**config.mk**
```make
export PLATFORM = sky130hd
export DESIGN_NAME = apb_master
export DESIGN_NICKNAME = d
export VERILOG_FILES = /design/src/rtl/apb_pkg.sv /design/src/rtl/apb_wait_timer.sv /design/src/rtl/apb_master.sv
export SDC_FILE = /design/constraint.sdc
export NUM_CORES = 1
export LEC_CHECK = 0
export CAP_MARGIN = 25
export CORE_MARGIN = 4
export CORE_UTILIZATION = 42
export CTS_CLUSTER_DIAMETER = 40
export DETAILED_ROUTE_END_ITERATION = 6
export PLACE_DENSITY = 0.95
export SYNTH_ARGS = -nofsm -noshare
export SYNTH_HDL_FRONTEND = slang
export SYNTH_SLANG_ARGS = --single-unit
```
**constraint.sdc**
```tcl
create_clock -name PCLK -period 2.4 [get_ports PCLK]
set_input_delay 0.24 -clock PCLK [delete_from_list [all_inputs] [get_ports PCLK]]
set_output_delay 0.24 -clock PCLK [all_outputs]
set_load 0.005 [all_outputs]
```
**src/rtl/apb_pkg.sv**
```systemverilog
`default_nettype none
// ============================================================================
// apb_pkg : APB transfer states and default bus widths shared by the master
//           and the APB slave peripherals.
// Rev 1.0
// ============================================================================
package apb_pkg;

   localparam int unsigned APB_ADDR_W = 8;
   localparam int unsigned APB_DATA_W = 32;

   typedef enum logic [1:0] {
      IDLE   = 2'd0,
      SETUP  = 2'd1,
      ACCESS = 2'd2,
      RESP   = 2'd3
   } apb_state_e;

endpackage
`default_nettype wire

```
**src/rtl/apb_wait_timer.sv**
```systemverilog
`default_nettype none
// ============================================================================
// apb_wait_timer : saturating count of ACCESS wait cycles; flags the cycle in
//                  which the count reaches TIMEOUT (never when TIMEOUT is 0).
// Rev 1.0
// ============================================================================
module apb_wait_timer #(
   parameter int unsigned TIMEOUT = 16
) (
   input  logic clk,
   input  logic rst,
   input  logic clear,
   input  logic enable,
   output logic expired
);

   localparam int unsigned CNT_W = (TIMEOUT == 0) ? 1 : $clog2(TIMEOUT + 1);
   localparam logic [CNT_W-1:0] CNT_MAX  = (TIMEOUT == 0) ? {CNT_W{1'b1}} : CNT_W'(TIMEOUT);
   localparam logic [CNT_W-1:0] CNT_LAST = (TIMEOUT == 0) ? {CNT_W{1'b1}} : CNT_W'(TIMEOUT - 1);

   logic [CNT_W-1:0] count_q;
   logic [CNT_W-1:0] count_d;

   always_comb begin
      count_d = count_q;
      if (clear) begin
         count_d = '0;
      end else if (enable && (count_q != CNT_MAX)) begin
         count_d = count_q + CNT_W'(1);
      end
   end

   always_ff @(posedge clk) begin
      if (rst) begin
         count_q <= '0;
      end else begin
         count_q <= count_d;
      end
   end

   // Asserted during the wait cycle whose increment makes the count hit TIMEOUT.
   assign expired = (TIMEOUT != 0) && enable && (count_q == CNT_LAST);

endmodule
`default_nettype wire

```
**src/rtl/apb_master.sv**
```systemverilog
`default_nettype none
// ============================================================================
// apb_master : single-outstanding APB3 requester bridging a valid/ready
//              command/response pair to one SETUP+ACCESS transfer.
// Rev 1.0
// ============================================================================
module apb_master
   import apb_pkg::*;
#(
   parameter int unsigned ADDR_W  = APB_ADDR_W,
   parameter int unsigned DATA_W  = APB_DATA_W,
   parameter int unsigned TIMEOUT = 16
) (
   input  logic              PCLK,
   input  logic              PRESET,
   input  logic              cmd_valid,
   output logic              cmd_ready,
   input  logic              cmd_write,
   input  logic [ADDR_W-1:0] cmd_addr,
   input  logic [DATA_W-1:0] cmd_wdata,
   output logic              rsp_valid,
   input  logic              rsp_ready,
   output logic [DATA_W-1:0] rsp_rdata,
   output logic              rsp_err,
   output logic              PSEL,
   output logic              PENABLE,
   output logic              PWRITE,
   output logic [ADDR_W-1:0] PADDR,
   output logic [DATA_W-1:0] PWDATA,
   input  logic [DATA_W-1:0] PRDATA,
   input  logic              PREADY,
   input  logic              PSLVERR
);

   apb_state_e        state_q, state_d;
   logic [ADDR_W-1:0] paddr_q, paddr_d;
   logic              pwrite_q, pwrite_d;
   logic [DATA_W-1:0] pwdata_q, pwdata_d;
   logic [DATA_W-1:0] rdata_q, rdata_d;
   logic              err_q, err_d;
   logic              rst_hold_q;
   logic              timer_clear;
   logic              timer_enable;
   logic              timer_expired;

   assign timer_clear  = (state_q == SETUP);
   assign timer_enable = (state_q == ACCESS) && !PREADY;

   apb_wait_timer #(
      .TIMEOUT (TIMEOUT)
   ) u_wait_timer (
      .clk     (PCLK),
      .rst     (PRESET),
      .clear   (timer_clear),
      .enable  (timer_enable),
      .expired (timer_expired)
   );

   // Registered copy of PRESET keeps cmd_ready low while reset is held
   // without a combinational path from the reset input.
   assign cmd_ready = (state_q == IDLE) && !rst_hold_q;
   assign rsp_valid = (state_q == RESP);
   assign PSEL      = (state_q == SETUP) || (state_q == ACCESS);
   assign PENABLE   = (state_q == ACCESS);
   assign PWRITE    = pwrite_q;
   assign PADDR     = paddr_q;
   assign PWDATA    = pwdata_q;
   assign rsp_rdata = rdata_q;
   assign rsp_err   = err_q;

   always_comb begin
      state_d  = state_q;
      paddr_d  = paddr_q;
      pwrite_d = pwrite_q;
      pwdata_d = pwdata_q;
      rdata_d  = rdata_q;
      err_d    = err_q;
      case (state_q)
         IDLE: begin
            if (cmd_valid && cmd_ready) begin
               paddr_d  = cmd_addr;
               pwrite_d = cmd_write;
               pwdata_d = cmd_wdata;
               state_d  = SETUP;
            end
         end
         SETUP: begin
            state_d = ACCESS;
         end
         ACCESS: begin
            if (PREADY) begin
               rdata_d = (pwrite_q || PSLVERR) ? '0 : PRDATA;
               err_d   = PSLVERR;
               state_d = RESP;
            end else if (timer_expired) begin
               rdata_d = '0;
               err_d   = 1'b1;
               state_d = RESP;
            end
         end
         RESP: begin
            if (rsp_ready) begin
               state_d = IDLE;
            end
         end
         default: begin
            state_d = IDLE;
         end
      endcase
   end

   always_ff @(posedge PCLK) begin
      rst_hold_q <= PRESET;
      if (PRESET) begin
         state_q  <= IDLE;
         paddr_q  <= '0;
         pwrite_q <= 1'b0;
         pwdata_q <= '0;
         rdata_q  <= '0;
         err_q    <= 1'b0;
      end else begin
         state_q  <= state_d;
         paddr_q  <= paddr_d;
         pwrite_q <= pwrite_d;
         pwdata_q <= pwdata_d;
         rdata_q  <= rdata_d;
         err_q    <= err_d;
      end
   end

endmodule
`default_nettype wire

```
After elaboration in Yosys (flattened, before gate mapping)
Index checks and enable logic that the tools add are counted.

storage, ports and cells
  register bits = 82
  bits of input ports = 79
  word-level logic and storage cells = 42

operators by class
  reductions and logical operators = 15
  add/sub/neg operators = 1
  eq/ne operators = 8
  mux-type cells = 10

operators with widths
  cell                   number
  $mux W32               3
  $mux W2                4
  $pmux W2 S4            1
  $add A5 B1 Y5 const B  1
  $eq A5 B4 Y1 const B   1
  $logic_and A1 B1 Y1    5
  $ne A5 B5 Y1 const B   1
  $eq A2 B2 Y1 const B   2
  $ne A2 B1 Y1 const B   2
  $reduce_and A2 Y1      2
  $ne A3 B1 Y1 const B   1
  $reduce_and A3 Y1      1
  $eq A2 B1 Y1 const B   1
  $logic_not A1 Y1       2
  $logic_not A2 Y1       1
  $logic_or A1 B1 Y1     2
  $mux W1                2
  $reduce_bool A2 Y1     1
  $reduce_or A2 Y1       1

Depth between registers and ports, before layout
Gate-level depths: netlist of the first run.

  depth in word-level cells = 6
  gate-level depth with buffers = 7

Hierarchy
Synthesis of the first run repeated with hierarchy kept, for this count alone.

unflattened totals
  cell total of the unflattened synthesis = 343
  area total of the unflattened synthesis = 3000.4 µm²

modules (own cells, without submodules)
  module          times used  area each (µm²)  sequential area each (µm²)  cells an instance
  apb_master      1           2713.9           1541.5                      312
  apb_wait_timer  1           286.5            100.1                       31

Worst setup path after synthesis of the first run
Ideal clock, no wire load.

  path type = register -> register
  start = register u_wait_timer.count_q[0]
  end = register rdata_q[10] (netlist: rsp_rdata[10])
  path buffers = 1
  stages on the path, launching flop included = 8
  setup slack = 0.737 ns
  data required time = 2.335 ns
  arrival = 1.598 ns
  cells stage by stage = dfxtp_1 -> ha_1 -> and3_1 -> ha_1 -> o21ai_1 -> clkbuf_1 -> a22oi_1 -> nor2_1

on the way
  cells in the longest elaborated chain, start to end = 4

RTL lines
  what                                 line                  RTL
  start: declaration                   apb_wait_timer.sv:21  logic [CNT_W-1:0] count_q;
  start signal: assignment             apb_wait_timer.sv:37  count_q <= count_d;
  $eq A5 B4 Y1                         apb_wait_timer.sv:42  assign expired = (TIMEOUT != 0) && enable && (count_q == CNT_LAST);
  $logic_and A1 B1 Y1                  apb_wait_timer.sv:42
  $reduce_bool A2 Y1 (no source line)  --
  $reduce_and A2 Y1 (no source line)   --
  end signal: assignment               apb_master.sv:126     rdata_q <= rdata_d;
  end: declaration                     apb_master.sv:39      logic [DATA_W-1:0] rdata_q, rdata_d;

No other way between the ends.
A chain may end at the register's enable or synchronous reset.

Final worst setup path of the first run
  start = register state_q[0]
  end = output cmd_ready

on the way
  cells in the longest elaborated chain, start to end = 2

RTL lines
  what                      line               RTL
  start: declaration        apb_master.sv:35   apb_state_e state_q, state_d;
  start signal: assignment  apb_master.sv:122  state_q <= state_d;
  $logic_not A2 Y1          apb_master.sv:61   assign cmd_ready = (state_q == IDLE) && !rst_hold_q;
  $logic_and A1 B1 Y1       apb_master.sv:61
  end: declaration          apb_master.sv:17   output logic cmd_ready,

No other way between the ends.

==> flow_summary.json, run 1 <==
{
  "synthCells": 347,
  "cts_buffers": 9,
  "antenna_found_initial": 0,
  "cp.required_ps": 2160,
  "io_buffers": 156,
  "yosysTopAreaCell": "dfxtp_1",
  "syn_avg_cell_area_um2": 8.722,
  "n_fill_cell": 559,
  "wl_per_cell_um": 14.63,
  "syn2layout_area_growth_pct": 61.35,
  "rows": 30,
  "skew_ps": 13.77,
  "synth-seq-cells": 82,
  "route.met2.wl_um": 4464,
  "die_x_um": 92.89,
  "layout-drive-gt1-share": 0.05611,
  "cp-end-kind": "output port",
  "setup_slack_ps": 404.8,
  "yosysMostFrequentCell": "nand2_1",
  "grt_pass1_vias": 2898,
  "setup-violations-final": 0,
  "clk_latency_ps": 330,
  "die_h_um": 92.89,
  "cts_resized": 0,
  "hold_viol_final": 0,
  "critical_path.startpoint": "state_q[0]$_SDFFE_PP0P_",
  "drt_iter0_markers": 177,
  "clk_pin_slew_worst_paths_ps": 90,
  "routed_via_density": 4.929,
  "synth_flop_cell": "dfxtp_1",
  "worst_pin_slew_ps": 574.4,
  "cts_tree": "yes",
  "start_kind": "flop",
  "yosysSeqAreaShare": 0.5424,
  "syn-num-nets": 434,
  "synth_top_area_frac": 0.5424,
  "report.final.slew_viol_count": 0,
  "clock_sinks": 82,
  "cts_buffer_depth": 2,
  "diodes": 0,
  "min_path_type": "input port to flop",
  "grt_max_degree": 48,
  "core_um2": 6907,
  "syn_area_um2": 3027,
  "cts-root-buf": "clkbuf_8",
  "p_per_area_nw_per_um2": 736.1,
  "layout_min_cycle_time_ps": 1995,
  "place_ws_ps": 532.8,
  "gr-total-overflow": 0,
  "synth_area_leaders": "dfxtp_1 (54%), nand2_1 (10%), a22oi_1 (7.9%)",
  "rsz0062_at_grt": "false",
  "synth.distinct_cells": 31,
  "maxCapViolations": 0,
  "die_area_um2": 8629,
  "start_util": 0.4382,
  "reg2reg_from": "state_q[0]$_SDFFE_PP0P_",
  "holdCritStartpoint": "PRESET",
  "ctsHtreeMaxLevel": 3,
  "ys_top_cells_by_count": "nand2_1 (83), dfxtp_1 (82), a21oi_1 (45)",
  "nNetsFinal": 582,
  "status": "completed",
  "cts.hold.buffers_added": 0,
  "vias": 2933,
  "met3_length_um": 651,
  "ir_worst_vdd_uv": 420.2,
  "grt_pass1_wl_um": 13900,
  "met1Wirelength_um": 3525,
  "wl_um": 8703,
  "top_level_ports": 157,
  "grt.total_usage": 0.1984,
  "slew-limit-headroom": 0.6171,
  "path_class": "flop to output port",
  "worstPathArrival_ps": 1760,
  "top_layer": "met4",
  "drc": 0,
  "max_freq_mhz": 501.2,
  "dp_hpwl_um": 6438,
  "post-route-period-util": 0.8313,
  "drt-pass1-iter-count": 4,
  "synth_edf_count": 0,
  "setup_tns_ps": 0,
  "gp_congestion": 0.8124,
  "synth-warning-count": 0,
  "critPathMaxFanout": 4,
  "async_flop_share": 0,
  "final_antenna_net_count": 0,
  "cts_setup_buffers": 0,
  "p_leak_nw": 1.757
}
logic make-up (layout without fill, tap and decap cells):
family	Yosys count	in the layout	synth area share
compound gates	85	85	0.1707
fa+ha+maj	8	8	0.03307
buf+inv	32	184	0.04961
flops	82	82	0.5424
mux	2	2	0.006615
simple gates	138	138	0.1976
where the power goes:
part / total (mW) / internal, mW / switching [mW]
sequential: 1.54 / 1.48 / 0.0674
combinational: 0.874 / 0.481 / 0.394
clock: 1.18 / 0.713 / 0.464
registers in the layout, summed over array words and instances (netlist names):
name and count:
rst_hold_q 1, PWRITE 1, PADDR 8, rsp_err 1
PWDATA 32, state_q 2, u_wait_timer.count_q 5, rsp_rdata 32
layer usage:
layer	up-vias	track usage
met4	0	0.06593
met1	1366	0.2310
met3	6	0.05443
met5	-	0
met2	105	0.3497
li1	1456	-
layout make-up:
cell class / instances / area, um2 / share of cell area
Clock buffer: 10 / 137.6 / 0.02818
Tap cell: 96 / 120.1 / 0.02460
Sequential cell: 82 / 1642 / 0.3362
Clock inverter: 5 / 102.6 / 0.02101
Multi-Input combinational cell: 233 / 1254 / 0.2567
Inverter: 7 / 26.28 / 0.005380
Timing Repair Buffer: 162 / 1602 / 0.3280
critical path, cell delays in order (launching register included):
cell	delay, ps
dfxtp_1	350
inv_1	120
ha_1	270
nor2b_1	170
clkdlybuf4s50_1	530
metrics by stage:
step / util / area [um2] / hold WS (ps) / total power [mW] / cells
floorplan: - / 3027 / 267.7 / 1.976 / 347
global placement: 0.6723 / 4643 / 441.1 / 2.411 / 580
detailed placement: 0.6723 / 4643 / 447.8 / 2.448 / 580
CTS: 0.7071 / 4883 / 328.3 / 3.632 / 595
global route: 0.7071 / 4883 / 364.5 / 3.786 / 595
finish: 0.7071 / 4883 / 346.8 / 3.595 / 595
path summary, 6_finish.rpt:
kind | depth (start not counted) | end | slack [ps]
worst min register to register | 2 | PWDATA[30]$_SDFFE_PP0P_ | 460
worst min-delay path | 1 | rst_hold_q$_DFF_P_ | 350
worst max-delay path | 4 | cmd_ready | 400
worst max register to register | 6 | rsp_rdata[8]$_SDFFE_PP0P_ | 560
layout by cell type (no fill, tap or decap), types with 2 or more instances in the layout:
cell	count
clkdlybuf4s50_1	155
nand2_1	83
dfxtp_1	82
a21oi_1	45
nor2_1	35
a22oi_1	32
clkbuf_8	10
ha_1	8
inv_1	7
buf_4	6
o21ai_0	4
nor2b_1	3
nand2b_1	3
nand3_1	3
bufinv_16	3
mux2i_1	2
(Power assumes the default switching activity.)
==> run 2, diff against run 1 <==
Settings changed: CORE_UTILIZATION 42 to 39, PLACE_DENSITY 0.95 to 0.9.
Clock period 2.4 ns to 1.85 ns, I/O delays scaled along.
==> run 2 against run 1 <==
  * Worst setup slack worse by 260 ps
  * Die area up 7.0%
  * Register-to-register slack worse by 410 ps
  * Non-clock buffer count up 3
  * Total power up 29%
  * Wire length up 2.3%
  * Clock power is 18% higher
  * Final cell count grew 1.2%
  * Largest cell class is now buffers
==> flow_summary.json, run 2 (synthesis gave the netlist of run 1 again) <==
{
  "status": "completed",
  "power.switching_mw": 1.231,
  "cts.hold.buffers_added": 0,
  "final_antenna_net_count": 0,
  "vias": 2939,
  "drt_iter0_markers": 107,
  "max_stage_delay_ps": 510,
  "skew_ps": 10.02,
  "wl_per_cell_um": 14.78,
  "r2r_end": "state_q[1]$_SDFFE_PP0P_",
  "pwr-share-seq": 0.436,
  "maxCapViolations": 0,
  "drc": 0,
  "p_clk_frac": 0.301,
  "rows": 31,
  "syn2layout_area_growth_pct": 63.41,
  "most-common-layout-cells": "clkdlybuf4s50_1 (153), nand2_1 (83), dfxtp_1 (80), a21oi_1 (45), nor2_1 (35)",
  "antenna_found_initial": 0,
  "r2r_setup_slack_ps": 150,
  "dp_hpwl_um": 6606,
  "clk_latency_ps": 330,
  "cts-root-buf": "clkbuf_8",
  "hold_viol_final": 0,
  "gr-total-overflow": 0,
  "cp-end-kind": "output port",
  "critical_path.startpoint": "state_q[0]$_SDFFE_PP0P_",
  "worst_pin_slew_ps": 387.4,
  "slew-limit-headroom": 0.7418,
  "drt-pass1-iter-count": 5,
  "worstPathArrival_ps": 1520,
  "hold-worst-slack_ps": 265.7,
  "critPathCapture": "PENABLE",
  "clk_pin_slew_worst_paths_ps": 80,
  "power_switching_share": 0.2663,
  "layout-drive-gt1-share": 0.07356,
  "path_cells": "inv_2 > ha_4 > clkdlybuf4s50_1",
  "core_um2": 7408,
  "grt_pass1_vias": 2909,
  "n_fill_cell": 598,
  "layout_commonest_cell": "clkdlybuf4s50_1",
  "report.final.slew_viol_count": 0,
  "ctsHtreeMaxLevel": 3,
  "start_util": 0.4085,
  "gp_congestion": 0.8841,
  "die_h_um": 96.10,
  "p_int_mw": 3.392,
  "max_freq_mhz": 585.9,
  "cp.required_ps": 1660,
  "top_level_ports": 157,
  "p_per_area_nw_per_um2": 934.7,
  "io_buffers": 156,
  "ir_worst_vdd_uv": 524.8,
  "post-route-period-util": 0.9226,
  "routed_via_density": 4.882,
  "grt.total_usage": 0.1868,
  "path_class": "flop to output port",
  "critPathMaxFanout": 8,
  "cts_tree": "yes",
  "wl_um": 8899,
  "start_kind": "flop",
  "layout_min_cycle_time_ps": 1707,
  "r2r_cells": 7,
  "min_path_type": "input port to flop",
  "grt_max_degree": 35,
  "cts_buffer_depth": 2,
  "reg2reg_from": "u_wait_timer.count_q[0]$_SDFFE_PP0P_",
  "setup_tns_ps": 0,
  "placedCellCount": 585,
  "setup-violations-final": 0,
  "cts_buffers": 9,
  "clock_sinks": 82,
  "die_area_um2": 9234,
  "p_leak_nw": 1.799,
  "diodes": 0,
  "setup_slack_ps": 143.2,
  "die_x_um": 96.10,
  "p_comb_frac": 0.263,
  "nNetsFinal": 585,
  "finalNonFillerCells": 602,
  "grt_pass1_wl_um": 13630,
  "cpMaxStageDelayCell": "clkdlybuf4s50_1",
  "place_ws_ps": 73.71
}
## run 2: final cells by class
class	count	area, um2	area share
clock inverters	5	77.57	0.01568
multi-input cells	233	1279	0.2585
well taps	99	123.9	0.02504
repair buffers	165	1654	0.3344
inverters	7	26.28	0.005312
flip-flops and latches	82	1644	0.3324
clock buffers	11	141.4	0.02859
## run 2: worst min path at each step
| stage | startpoint | end | slack [ps] | depth (start not counted) |
|---|---|---|---|---|
| 2_1_floorplan | PRESET | rst_hold_q$_DFF_P_ | 210 | 0 |
| 3_3_place_gp | PWDATA[5]$_SDFFE_PP0P_ | PWDATA[5]$_SDFFE_PP0P_ | 440 | 2 |
| 3_5_place_dp | PWDATA[21]$_SDFFE_PP0P_ | PWDATA[21]$_SDFFE_PP0P_ | 450 | 2 |
| 4_1_cts | PRESET | PWDATA[27]$_SDFFE_PP0P_ | 260 | 2 |
| 5_1_grt | PRESET | PADDR[5]$_SDFFE_PP0P_ | 280 | 2 |
| 6_report | PRESET | PWDATA[22]$_SDFFE_PP0P_ | 270 | 2 |
## run 2: power groups by stage
| stage | clock, mW | combinational [mW] | sequential (mW) |
|---|---|---|---|
| 2_1_floorplan | 0 | 0.519 | 2.04 |
| 3_3_place_gp | 0 | 1.13 | 2.03 |
| 3_5_place_dp | 0 | 1.16 | 2.04 |
| 4_1_cts | 1.43 | 1.18 | 2.01 |
| 5_1_grt | 1.51 | 1.34 | 2.03 |
| 6_report | 1.39 | 1.22 | 2.01 |
## run 2: worst max-delay path, delay by kind of cell, from the launching register on
family | cells | cell delay [ps]
adder cells (fa/ha/maj) | 1 | 210
buffers and inverters | 2 | 630
flip-flops | 1 | 350
## run 2: routing by layer
| layer | routed length (um) | GRT usage | part of all wire | up-vias |
|---|---|---|---|---|
| li1 | - | - | - | 1466 |
| met1 | 3317 | 0.2003 | 0.37 | 1334 |
| met2 | 4612 | 0.3427 | 0.52 | 128 |
| met3 | 889 | 0.06880 | 0.10 | 11 |
| met4 | 80 | 0.04858 | 0.0090 | 0 |
| met5 | 0 | 0 | 0 | - |
## run 2: per-stage QoR
step / power [mW] / utilization / area, um2
floorplan: 2.563 / - / 3027
global placement: 3.161 / 0.6327 / 4687
detailed placement: 3.208 / 0.6327 / 4687
CTS: 4.618 / 0.6632 / 4913
global route: 4.884 / 0.6676 / 4946
finish: 4.623 / 0.6676 / 4946
## run 2: timing repair
action	in CTS	in global routing
pin swaps	0	1
endpoints found under the hold margin	0	0
resized for setup	4	6
setup buffers	0	1
cloned	0	0
setup endpoints to repair	3	5
